<file path="src/rtl/ctrl_pkg.sv">
// Shared constants for the pipelined control unit: opcodes, ALU/jump codes,
// bundle field widths, sequencer state encoding and the write-back helper.
package ctrl_pkg;

  localparam int OPCODE_W_D = 5;
  localparam int ALU_OP_W_D = 4;
  localparam int JUMP_W_D   = 3;

  localparam logic [4:0] OP_SETC = 5'd1;
  localparam logic [4:0] OP_CLRC = 5'd2;
  localparam logic [4:0] OP_NOT  = 5'd3;
  localparam logic [4:0] OP_INC  = 5'd4;
  localparam logic [4:0] OP_DEC  = 5'd5;
  localparam logic [4:0] OP_IN   = 5'd6;
  localparam logic [4:0] OP_OUT  = 5'd7;
  localparam logic [4:0] OP_PUSH = 5'd8;
  localparam logic [4:0] OP_POP  = 5'd9;
  localparam logic [4:0] OP_LDD  = 5'd10;
  localparam logic [4:0] OP_STD  = 5'd12;
  localparam logic [4:0] OP_LDM  = 5'd13;
  localparam logic [4:0] OP_JZ   = 5'd16;
  localparam logic [4:0] OP_JN   = 5'd17;
  localparam logic [4:0] OP_JC   = 5'd18;
  localparam logic [4:0] OP_JMP  = 5'd19;
  localparam logic [4:0] OP_CALL = 5'd20;
  localparam logic [4:0] OP_RET  = 5'd21;
  localparam logic [4:0] OP_RETI = 5'd22;
  localparam logic [4:0] OP_MOV  = 5'd24;
  localparam logic [4:0] OP_ADD  = 5'd25;
  localparam logic [4:0] OP_SUB  = 5'd26;
  localparam logic [4:0] OP_AND  = 5'd28;
  localparam logic [4:0] OP_OR   = 5'd29;
  localparam logic [4:0] OP_SHL  = 5'd30;
  localparam logic [4:0] OP_SHR  = 5'd31;

  localparam logic [3:0] ALU_NOT  = 4'd1;
  localparam logic [3:0] ALU_INC  = 4'd2;
  localparam logic [3:0] ALU_DEC  = 4'd3;
  localparam logic [3:0] ALU_MOV  = 4'd4;
  localparam logic [3:0] ALU_ADD  = 4'd5;
  localparam logic [3:0] ALU_SUB  = 4'd6;
  localparam logic [3:0] ALU_AND  = 4'd7;
  localparam logic [3:0] ALU_OR   = 4'd8;
  localparam logic [3:0] ALU_SHL  = 4'd9;
  localparam logic [3:0] ALU_SHR  = 4'd10;
  localparam logic [3:0] ALU_SETC = 4'd11;
  localparam logic [3:0] ALU_CLRC = 4'd12;

  localparam logic [2:0] J_NONE = 3'd0;
  localparam logic [2:0] J_JMP  = 3'd1;
  localparam logic [2:0] J_JZ   = 3'd2;
  localparam logic [2:0] J_JN   = 3'd3;
  localparam logic [2:0] J_JC   = 3'd4;
  localparam logic [2:0] J_CALL = 3'd5;
  localparam logic [2:0] J_RET  = 3'd6;
  localparam logic [2:0] J_RETI = 3'd7;

  typedef enum logic [2:0] {
    ST_IDLE       = 3'd0,
    ST_CALL_PUSH  = 3'd1,
    ST_RET_POP    = 3'd2,
    ST_RETI_FLAGS = 3'd3,
    ST_RETI_POP   = 3'd4
  } seq_state_e;

  function automatic logic calc_wb(input logic alu_nz, input logic mem_read,
                                   input logic pop, input logic in_port);
    return alu_nz | mem_read | pop | in_port;
  endfunction

endpackage

</file>
<file path="src/rtl/ctrl_decode.sv">
// Pure combinational opcode -> ID control bundle decoder; CALL/RET/RETI only
// raise request flags, their bundles come from the sequencer.
module ctrl_decode
  import ctrl_pkg::*;
#(
  parameter int OPCODE_W = OPCODE_W_D,
  parameter int ALU_OP_W = ALU_OP_W_D,
  parameter int JUMP_W   = JUMP_W_D
) (
  input  logic [OPCODE_W-1:0] opcode,
  input  logic                valid,
  output logic                mem_read,
  output logic                mem_write,
  output logic [ALU_OP_W-1:0] alu_op,
  output logic                wb,
  output logic                push,
  output logic                pop,
  output logic                in_port,
  output logic                out_port,
  output logic                imm,
  output logic [JUMP_W-1:0]   jump_type,
  output logic                one_operand,
  output logic                seq_call,
  output logic                seq_ret,
  output logic                seq_reti
);

  // opcode table lookup, bubbles decode to all-zero
  always_comb begin
    mem_read    = 1'b0;
    mem_write   = 1'b0;
    alu_op      = {ALU_OP_W{1'b0}};
    push        = 1'b0;
    pop         = 1'b0;
    in_port     = 1'b0;
    out_port    = 1'b0;
    imm         = 1'b0;
    jump_type   = {JUMP_W{1'b0}};
    one_operand = 1'b0;
    seq_call    = 1'b0;
    seq_ret     = 1'b0;
    seq_reti    = 1'b0;
    if (valid) begin
      case (opcode)
        OPCODE_W'(OP_SETC): alu_op = ALU_OP_W'(ALU_SETC);
        OPCODE_W'(OP_CLRC): alu_op = ALU_OP_W'(ALU_CLRC);
        OPCODE_W'(OP_NOT):  begin alu_op = ALU_OP_W'(ALU_NOT); one_operand = 1'b1; end
        OPCODE_W'(OP_INC):  begin alu_op = ALU_OP_W'(ALU_INC); one_operand = 1'b1; end
        OPCODE_W'(OP_DEC):  begin alu_op = ALU_OP_W'(ALU_DEC); one_operand = 1'b1; end
        OPCODE_W'(OP_IN):   in_port   = 1'b1;
        OPCODE_W'(OP_OUT):  out_port  = 1'b1;
        OPCODE_W'(OP_PUSH): push      = 1'b1;
        OPCODE_W'(OP_POP):  pop       = 1'b1;
        OPCODE_W'(OP_LDD):  mem_read  = 1'b1;
        OPCODE_W'(OP_STD):  mem_write = 1'b1;
        OPCODE_W'(OP_LDM):  begin mem_read = 1'b1; imm = 1'b1; end
        OPCODE_W'(OP_MOV):  alu_op = ALU_OP_W'(ALU_MOV);
        OPCODE_W'(OP_ADD):  alu_op = ALU_OP_W'(ALU_ADD);
        OPCODE_W'(OP_SUB):  alu_op = ALU_OP_W'(ALU_SUB);
        OPCODE_W'(OP_AND):  alu_op = ALU_OP_W'(ALU_AND);
        OPCODE_W'(OP_OR):   alu_op = ALU_OP_W'(ALU_OR);
        OPCODE_W'(OP_SHL):  begin alu_op = ALU_OP_W'(ALU_SHL); imm = 1'b1; end
        OPCODE_W'(OP_SHR):  begin alu_op = ALU_OP_W'(ALU_SHR); imm = 1'b1; end
        OPCODE_W'(OP_JZ):   jump_type = JUMP_W'(J_JZ);
        OPCODE_W'(OP_JN):   jump_type = JUMP_W'(J_JN);
        OPCODE_W'(OP_JC):   jump_type = JUMP_W'(J_JC);
        OPCODE_W'(OP_JMP):  jump_type = JUMP_W'(J_JMP);
        OPCODE_W'(OP_CALL): seq_call  = 1'b1;
        OPCODE_W'(OP_RET):  seq_ret   = 1'b1;
        OPCODE_W'(OP_RETI): seq_reti  = 1'b1;
        default:            alu_op    = {ALU_OP_W{1'b0}};
      endcase
    end else begin
      alu_op = {ALU_OP_W{1'b0}};
    end
  end

  assign wb = calc_wb(alu_op != {ALU_OP_W{1'b0}}, mem_read, pop, in_port);

endmodule

</file>
<file path="src/rtl/pipelined_control_unit.sv">
// ID-stage control decode with EX/MEM/WB bundle pipeline, stall/flush handling
// and the CALL/RET/RETI micro-sequencer that drives push/pop word by word.
module pipelined_control_unit
  import ctrl_pkg::*;
#(
  parameter int OPCODE_W = OPCODE_W_D,
  parameter int ALU_OP_W = ALU_OP_W_D,
  parameter int JUMP_W   = JUMP_W_D,
  parameter int PC_WORDS = 2
) (
  input  logic                clk,
  input  logic                rst_n,
  input  logic [OPCODE_W-1:0] opcode_i,
  input  logic                valid_i,
  input  logic                stall_i,
  input  logic                flush_i,
  output logic                id_mem_read,
  output logic                id_mem_write,
  output logic [ALU_OP_W-1:0] id_alu_op,
  output logic                id_wb,
  output logic                id_push,
  output logic                id_pop,
  output logic                id_in_port,
  output logic                id_out_port,
  output logic                id_imm,
  output logic [JUMP_W-1:0]   id_jump_type,
  output logic                id_one_operand,
  output logic [ALU_OP_W-1:0] ex_alu_op,
  output logic                ex_wb,
  output logic                ex_mem_read,
  output logic                ex_mem_write,
  output logic                ex_dst_alu_sel,
  output logic                mem_mem_read,
  output logic                mem_mem_write,
  output logic                mem_wb,
  output logic                wb_wb,
  output logic                wb_mem_read,
  output logic                seq_busy_o,
  output logic [1:0]          seq_word_o
);

  typedef struct packed {
    logic                mem_read;
    logic                mem_write;
    logic [ALU_OP_W-1:0] alu_op;
    logic                wb;
    logic                push;
    logic                pop;
    logic                in_port;
    logic                out_port;
    logic                imm;
    logic [JUMP_W-1:0]   jump_type;
    logic                one_operand;
  } id_bundle_t;

  typedef struct packed {
    logic [ALU_OP_W-1:0] alu_op;
    logic                wb;
    logic                mem_read;
    logic                mem_write;
    logic                dst_alu_sel;
  } ex_bundle_t;

  typedef struct packed {
    logic mem_read;
    logic mem_write;
    logic wb;
  } mem_bundle_t;

  typedef struct packed {
    logic wb;
    logic mem_read;
  } wb_bundle_t;

  localparam id_bundle_t ID_ZERO   = {$bits(id_bundle_t){1'b0}};
  localparam ex_bundle_t EX_ZERO   = {$bits(ex_bundle_t){1'b0}};
  localparam int         LAST_IDX  = PC_WORDS - 32'sd1;
  localparam logic [1:0] LAST_WORD = LAST_IDX[1:0];

  logic                dec_mem_read_s, dec_mem_write_s, dec_wb_s, dec_push_s, dec_pop_s;
  logic                dec_in_port_s, dec_out_port_s, dec_imm_s, dec_one_operand_s;
  logic                dec_call_s, dec_ret_s, dec_reti_s;
  logic [ALU_OP_W-1:0] dec_alu_op_s;
  logic [JUMP_W-1:0]   dec_jump_type_s;
  id_bundle_t          dec_bundle_s;

  seq_state_e  state_r, state_n_s, accept_state_s;
  logic [1:0]  word_r, word_n_s;
  id_bundle_t  id_r, id_n_s;
  logic        busy_r, busy_n_s;
  logic [1:0]  seq_word_r, seq_word_n_s;
  ex_bundle_t  ex_r, ex_n_s;
  mem_bundle_t mem_r;
  wb_bundle_t  wb_r;

  ctrl_decode #(
    .OPCODE_W (OPCODE_W),
    .ALU_OP_W (ALU_OP_W),
    .JUMP_W   (JUMP_W)
  ) u_decode (
    .opcode      (opcode_i),
    .valid       (valid_i),
    .mem_read    (dec_mem_read_s),
    .mem_write   (dec_mem_write_s),
    .alu_op      (dec_alu_op_s),
    .wb          (dec_wb_s),
    .push        (dec_push_s),
    .pop         (dec_pop_s),
    .in_port     (dec_in_port_s),
    .out_port    (dec_out_port_s),
    .imm         (dec_imm_s),
    .jump_type   (dec_jump_type_s),
    .one_operand (dec_one_operand_s),
    .seq_call    (dec_call_s),
    .seq_ret     (dec_ret_s),
    .seq_reti    (dec_reti_s)
  );

  assign dec_bundle_s = {dec_mem_read_s, dec_mem_write_s, dec_alu_op_s, dec_wb_s, dec_push_s,
                         dec_pop_s, dec_in_port_s, dec_out_port_s, dec_imm_s,
                         dec_jump_type_s, dec_one_operand_s};

  // sequencer state register
  always_ff @(posedge clk or negedge rst_n) begin
    if (!rst_n) begin
      state_r <= ST_IDLE;
      word_r  <= 2'd0;
    end else begin
      state_r <= state_n_s;
      word_r  <= word_n_s;
    end
  end

  // state a freshly accepted opcode starts in
  always_comb begin
    accept_state_s = ST_IDLE;
    if (dec_call_s) begin
      accept_state_s = ST_CALL_PUSH;
    end else if (dec_ret_s) begin
      accept_state_s = ST_RET_POP;
    end else if (dec_reti_s) begin
      accept_state_s = ST_RETI_FLAGS;
    end else begin
      accept_state_s = ST_IDLE;
    end
  end

  // sequencer next state; a new opcode is only taken in IDLE or on the last word
  always_comb begin
    state_n_s = state_r;
    word_n_s  = word_r;
    if (flush_i) begin
      state_n_s = ST_IDLE;
      word_n_s  = 2'd0;
    end else if (stall_i) begin
      state_n_s = state_r;
      word_n_s  = word_r;
    end else begin
      case (state_r)
        ST_IDLE: begin
          state_n_s = accept_state_s;
          word_n_s  = 2'd0;
        end
        ST_CALL_PUSH, ST_RET_POP, ST_RETI_POP: begin
          if (word_r == LAST_WORD) begin
            state_n_s = accept_state_s;
            word_n_s  = 2'd0;
          end else begin
            word_n_s = word_r + 2'd1;
          end
        end
        ST_RETI_FLAGS: begin
          state_n_s = ST_RETI_POP;
          word_n_s  = 2'd0;
        end
        default: begin
          state_n_s = ST_IDLE;
          word_n_s  = 2'd0;
        end
      endcase
    end
  end

  // next ID bundle and sequencer outputs, derived from the state entered at this edge
  always_comb begin
    id_n_s       = ID_ZERO;
    busy_n_s     = 1'b0;
    seq_word_n_s = 2'd0;
    if (flush_i) begin
      id_n_s = ID_ZERO;
    end else if (stall_i) begin
      id_n_s       = id_r;
      busy_n_s     = busy_r;
      seq_word_n_s = seq_word_r;
    end else begin
      case (state_n_s)
        ST_IDLE: id_n_s = dec_bundle_s;
        ST_CALL_PUSH: begin
          id_n_s.push      = 1'b1;
          id_n_s.jump_type = (word_n_s == LAST_WORD) ? JUMP_W'(J_CALL) : JUMP_W'(J_NONE);
          busy_n_s         = (word_n_s != LAST_WORD);
          seq_word_n_s     = word_n_s;
        end
        ST_RET_POP: begin
          id_n_s.pop       = 1'b1;
          id_n_s.jump_type = (word_n_s == LAST_WORD) ? JUMP_W'(J_RET) : JUMP_W'(J_NONE);
          busy_n_s         = (word_n_s != LAST_WORD);
          seq_word_n_s     = word_n_s;
        end
        ST_RETI_FLAGS: begin
          id_n_s.pop   = 1'b1;
          busy_n_s     = 1'b1;
          seq_word_n_s = 2'd0;
        end
        ST_RETI_POP: begin
          id_n_s.pop       = 1'b1;
          id_n_s.jump_type = (word_n_s == LAST_WORD) ? JUMP_W'(J_RETI) : JUMP_W'(J_NONE);
          busy_n_s         = (word_n_s != LAST_WORD);
          seq_word_n_s     = word_n_s;
        end
        default: id_n_s = ID_ZERO;
      endcase
    end
  end

  // EX input: stall and flush both inject a bubble
  always_comb begin
    ex_n_s = EX_ZERO;
    if (flush_i || stall_i) begin
      ex_n_s = EX_ZERO;
    end else begin
      ex_n_s.alu_op      = id_r.alu_op;
      ex_n_s.wb          = id_r.wb;
      ex_n_s.mem_read    = id_r.mem_read;
      ex_n_s.mem_write   = id_r.mem_write;
      ex_n_s.dst_alu_sel = (id_r.alu_op != {ALU_OP_W{1'b0}});
    end
  end

  // ID/EX/MEM/WB stage registers; MEM and WB always advance
  always_ff @(posedge clk or negedge rst_n) begin
    if (!rst_n) begin
      id_r       <= ID_ZERO;
      busy_r     <= 1'b0;
      seq_word_r <= 2'd0;
      ex_r       <= EX_ZERO;
      mem_r      <= 3'b000;
      wb_r       <= 2'b00;
    end else begin
      id_r       <= id_n_s;
      busy_r     <= busy_n_s;
      seq_word_r <= seq_word_n_s;
      ex_r       <= ex_n_s;
      mem_r      <= {ex_r.mem_read, ex_r.mem_write, ex_r.wb};
      wb_r       <= {mem_r.wb, mem_r.mem_read};
    end
  end

  assign id_mem_read    = id_r.mem_read;
  assign id_mem_write   = id_r.mem_write;
  assign id_alu_op      = id_r.alu_op;
  assign id_wb          = id_r.wb;
  assign id_push        = id_r.push;
  assign id_pop         = id_r.pop;
  assign id_in_port     = id_r.in_port;
  assign id_out_port    = id_r.out_port;
  assign id_imm         = id_r.imm;
  assign id_jump_type   = id_r.jump_type;
  assign id_one_operand = id_r.one_operand;
  assign ex_alu_op      = ex_r.alu_op;
  assign ex_wb          = ex_r.wb;
  assign ex_mem_read    = ex_r.mem_read;
  assign ex_mem_write   = ex_r.mem_write;
  assign ex_dst_alu_sel = ex_r.dst_alu_sel;
  assign mem_mem_read   = mem_r.mem_read;
  assign mem_mem_write  = mem_r.mem_write;
  assign mem_wb         = mem_r.wb;
  assign wb_wb          = wb_r.wb;
  assign wb_mem_read    = wb_r.mem_read;
  assign seq_busy_o     = busy_r;
  assign seq_word_o     = seq_word_r;

endmodule

</file>
<file path="config.mk">
export PLATFORM = sky130hd
export DESIGN_NAME = pipelined_control_unit
export DESIGN_NICKNAME = d
export VERILOG_FILES = /design/src/rtl/ctrl_pkg.sv /design/src/rtl/ctrl_decode.sv /design/src/rtl/pipelined_control_unit.sv
export SDC_FILE = /design/constraint.sdc
export NUM_CORES = 1
export LEC_CHECK = 0
export CORE_UTILIZATION = 30
export CTS_CLUSTER_SIZE = 10
export DETAILED_ROUTE_END_ITERATION = 8
export GPL_ROUTABILITY_DRIVEN = 0
export PLACE_DENSITY = 0.5
export SETUP_SLACK_MARGIN = 0.3
export SLEW_MARGIN = 20
export SYNTH_ARGS = -nofsm -noshare
export SYNTH_HDL_FRONTEND = slang
export SYNTH_SLANG_ARGS = --single-unit
</file>
<file path="constraint.sdc">
create_clock -name clk -period 2 [get_ports clk]
set_input_delay 0.4 -clock clk [delete_from_list [all_inputs] [get_ports clk]]
set_output_delay 0.4 -clock clk [all_outputs]
set_load 0.03 [all_outputs]
</file>
==> impl_results.md <==
* Status: finished, violations left
* Failing checks: negative setup slack
* Reg2reg start: state_r[1]
* Pin slew with the least headroom to its limit at 471 ps
* IO Pins at 42
* R2R depth at 7
* CTS tree: yes
* WHS at 126 ps
* Worst Hold Class: input port to asynchronous set/reset pin
* Hold Buf Count CTS at 0
* Worst reg-to-reg setup slack at -60 ps
* Final worst path period share at 103%
* Sequential area share after synthesis at 48.0%
* Critical path peak fanout at 4
* Longest Clk Path Bufs at 2
* Layout cell share with drive strength beyond 1 at 30.1%
* Final Max Tran Viols at 0
* Die height at 82.2 um
* Nets at 281
* Setup WS pre-CTS at -376 ps
* Largest net degree at the start of global routing at 38
* Critical Path AT at 2230 ps
* P_int at 1.10 mW
* First-pass GRT wire length at 8800 um
* Worst r2r dst: id_jump_type[2]
* Setup Viol. Count Final at 2
* Placed cell areas at 2700 sq um
* Clock latency on the worst-skew pair at 300 ps
* Drc violations at 0
* Drt wl/cell at 15.5 um
* Adder-Cell Fraction of Synth Area at 0.584%
* Core area at 6060 sq um
* CP peak stage delay at 450 ps
* Worst path cell trace: or2_2 > o21ai_2 > a22oi_2 > buf_4 > o211a_1 > and3_1 > a221o_1
* Post-synthesis mux area share at 1.04%
* Core Util, Final at 47.2%
* CP delay by family, top: compound AO/OA/AOI/OAI gates
* Clock skew at 7.31 ps
* Antenna cells at 0
* Leak Pwr at 1.58 nW
* Initial antenna violation count at 0
* Worst path slowest cell: dfrtp_2
* Initial drt markers at 93
* Post-synthesis xor/xnor area fraction at 0.908%
* Post-route cell area at 2860 sq um
* Setup crit start kind: flop
* Power Density at 537 nW/um^2
* Peak Freq at 0.486 GHz
* Sw power at 0.431 mW
* CP Depth at 7
* Worst-path clk slew at 90 ps
* Critical Path Source: state_r[1]
* Avg Synthesized Cell Area at 10.4 sq um
* Routed WL at 5390 um
* Crit Path Category: flop to flop
* Rows at 28
* Net switching fraction of the power at 28.1%
* Post-Synth Simple-Gate Area at 18.5%
* TritonCTS Buffers at 5
* All-Layer GR Usage at 17.8%
* Post-synth top area cell: dfrtp_1
* Seq pwr share at 49.6%
* Pre-antenna DRT Iters at 4
* Total of warnings raised by yosys at 0
* Worst Setup EP: id_jump_type[2]
* Gate Count Post-Synth at 186
* Area Growth Syn to Fin at 48.1%
* Required time worst endpoint at 2180 ps
* Main flop type after synthesis: dfrtp_1
* Yosys cell types at 55
* Crit path buffers/inverters at 1
* Total gr overflow at 0
* #FFs+latches synth at 37
* Crit end category: flop
* Synth top area cells: dfrtp_1, and2_1, a32o_1, o21ai_0, a22o_1
* RSZ-0062 raised after global routing: true
* Starting Density at 31.8%
* Die ar. at 6760 sq um
* Max VDD drop at 0.219 mV
* Largest family of logic cells by synthesized area: compound AO/OA/AOI/OAI gates
* CTS H-tree lvls at 2
* Vias at 1,838
* Slew margin rel. at 68.6%
* Fin crit period at 2060 ps
* CTS root buf: clkbuf_8
* Max_cap viols at 0
* Asr flop ratio synth at 100%
* Post-DRT Antenna Nets at 0
* Complex-gate fraction of the synthesized area at 25.3%
* Clock power frac at 35.4%
* Overall Power at 1.53 mW
* # port buffers at 41
* EDFF count, synth at 0
* Final HPWL DP at 3860 um
* Syn_nets at 196
* Logic pwr share at 15.0%
* Post-synthesis cell area at 1930 sq um
* Post-synth top area share at 48.0%
* Final worst setup slack at -55.8 ps
* Clock sinks at 37
* Die Width at 82.2 um
* DR vias/cell at 5.30
* Vias in the first global route at 1,704
* Hold Fails Final Rpt at 0
## logic make-up after synthesis
family,count (synthesis)
AO/OA/AOI/OAI,62
AND/OR/NAND/NOR,65
buffers and inverters,17
adder cells (fa/ha/maj),1
XOR/XNOR,2
multiplexers,2
flip-flops,37
## final cells by class
| type | count | area (sq um) |
|---|---|---|
| timing repair buffer | 89 | 753 |
| clock inverter | 3 | 21.3 |
| clock buffer | 5 | 68.8 |
| sequential | 37 | 927 |
| multi-input combinational | 132 | 971 |
| tap | 75 | 93.8 |
| inverter | 6 | 22.5 |
| fill | 597 | 3200 |
## layer usage
metal / part of all wire, % / GRT usage, % / up-vias
met2: 45 / 26.7 / 53
met5: 0 / 0 / -
met4: 1.3 / 5.96 / 0
met3: 4.5 / 3.19 / 6
li1: - / - / 868
met1: 50 / 25.6 / 911
## metrics by stage
step / instances / setup TNS, ps
floorplan: 186 / 0
global placement: 336 / -4980
detailed placement: 336 / -5510
CTS: 346 / 0
global route: 347 / -480
finish: 347 / -96.0
## worst register-to-register path: stages (launching register included)
cell,delay (ps)
dfrtp_2,450
or2_2,320
o21ai_2,180
a22oi_2,160
buf_4,180
o211a_1,220
and3_1,180
a221o_1,250
## how the worst min path moves through the flow
stage | to | slack (ps) | cells past startpoint
5_1_grt | id_imm | 180 | 2
3_5_place_dp | mem_mem_read | 360 | 0
4_1_cts | id_imm | 160 | 2
2_1_floorplan | ex_alu_op[0] | 100 | 0
6_report | id_imm | 130 | 2
3_3_place_gp | wb_wb | 360 | 0
## Yosys cell counts, types with 2 or more instances
library cell / count
clkbuf_1: 4
mux2i_1: 2
inv_1: 5
nor3_1: 3
o31ai_1: 4
o2111ai_1: 2
a32oi_1: 2
and2_1: 13
nand3b_1: 2
o22ai_1: 3
o211a_1: 3
o21ai_0: 11
a22o_1: 6
o41ai_1: 2
nand2b_1: 2
nand2_1: 12
dfrtp_1: 37
a21oi_1: 8
buf_6: 4
a22o_2: 2
or2_2: 2
nand3_1: 6
a32o_1: 7
nor2b_1: 2
nor2_1: 12
## state kept, by name, summed over array words and instances (netlist names), 2 cells and up
signal        cells
ex_alu_op         4
id_alu_op         4
id_jump_type      3
state_r           3
seq_word_o        2
word_r            2
## power by group through the flow
stage          registers (mW)  clock network (mW)  logic, mW
6_report                0.761               0.543      0.229
5_1_grt                 0.763               0.593      0.250
4_1_cts                 0.761               0.559      0.230
3_5_place_dp            0.777                   0      0.229
3_3_place_gp            0.776                   0      0.229
2_1_floorplan           0.791                   0     0.0946
## cell usage in the layout, fill, tap and decap left out, drive strengths merged, types with 2 or more instances in the layout
cell,synthesis,final
o22ai,3,3
dfrtp,37,37
mux2i,2,2
nor3,3,3
a22o,8,8
o2111ai,2,2
nor2b,3,3
o211a,3,3
o41ai,2,2
a21oi,8,8
buf,6,49
a32o,7,7
dlymetal6s2s,0,7
nand2,12,12
and2,13,13
clkbuf,5,5
o21ai,12,12
and3,2,2
o31ai,4,4
nand3b,2,2
dlygate4sd2,0,27
a32oi,2,2
inv,5,6
or2,2,2
nand3,6,6
nand2b,2,2
clkdlybuf4s50,0,6
clkinv,1,2
nor2,13,13
## what timing repair did
action	CTS	global route
endpoints found under the setup margin	42	24
resized for setup	38	9
pin swaps	12	2
buffers inserted	2	1
No activity file was read; power rests on OpenSTA's default activity.
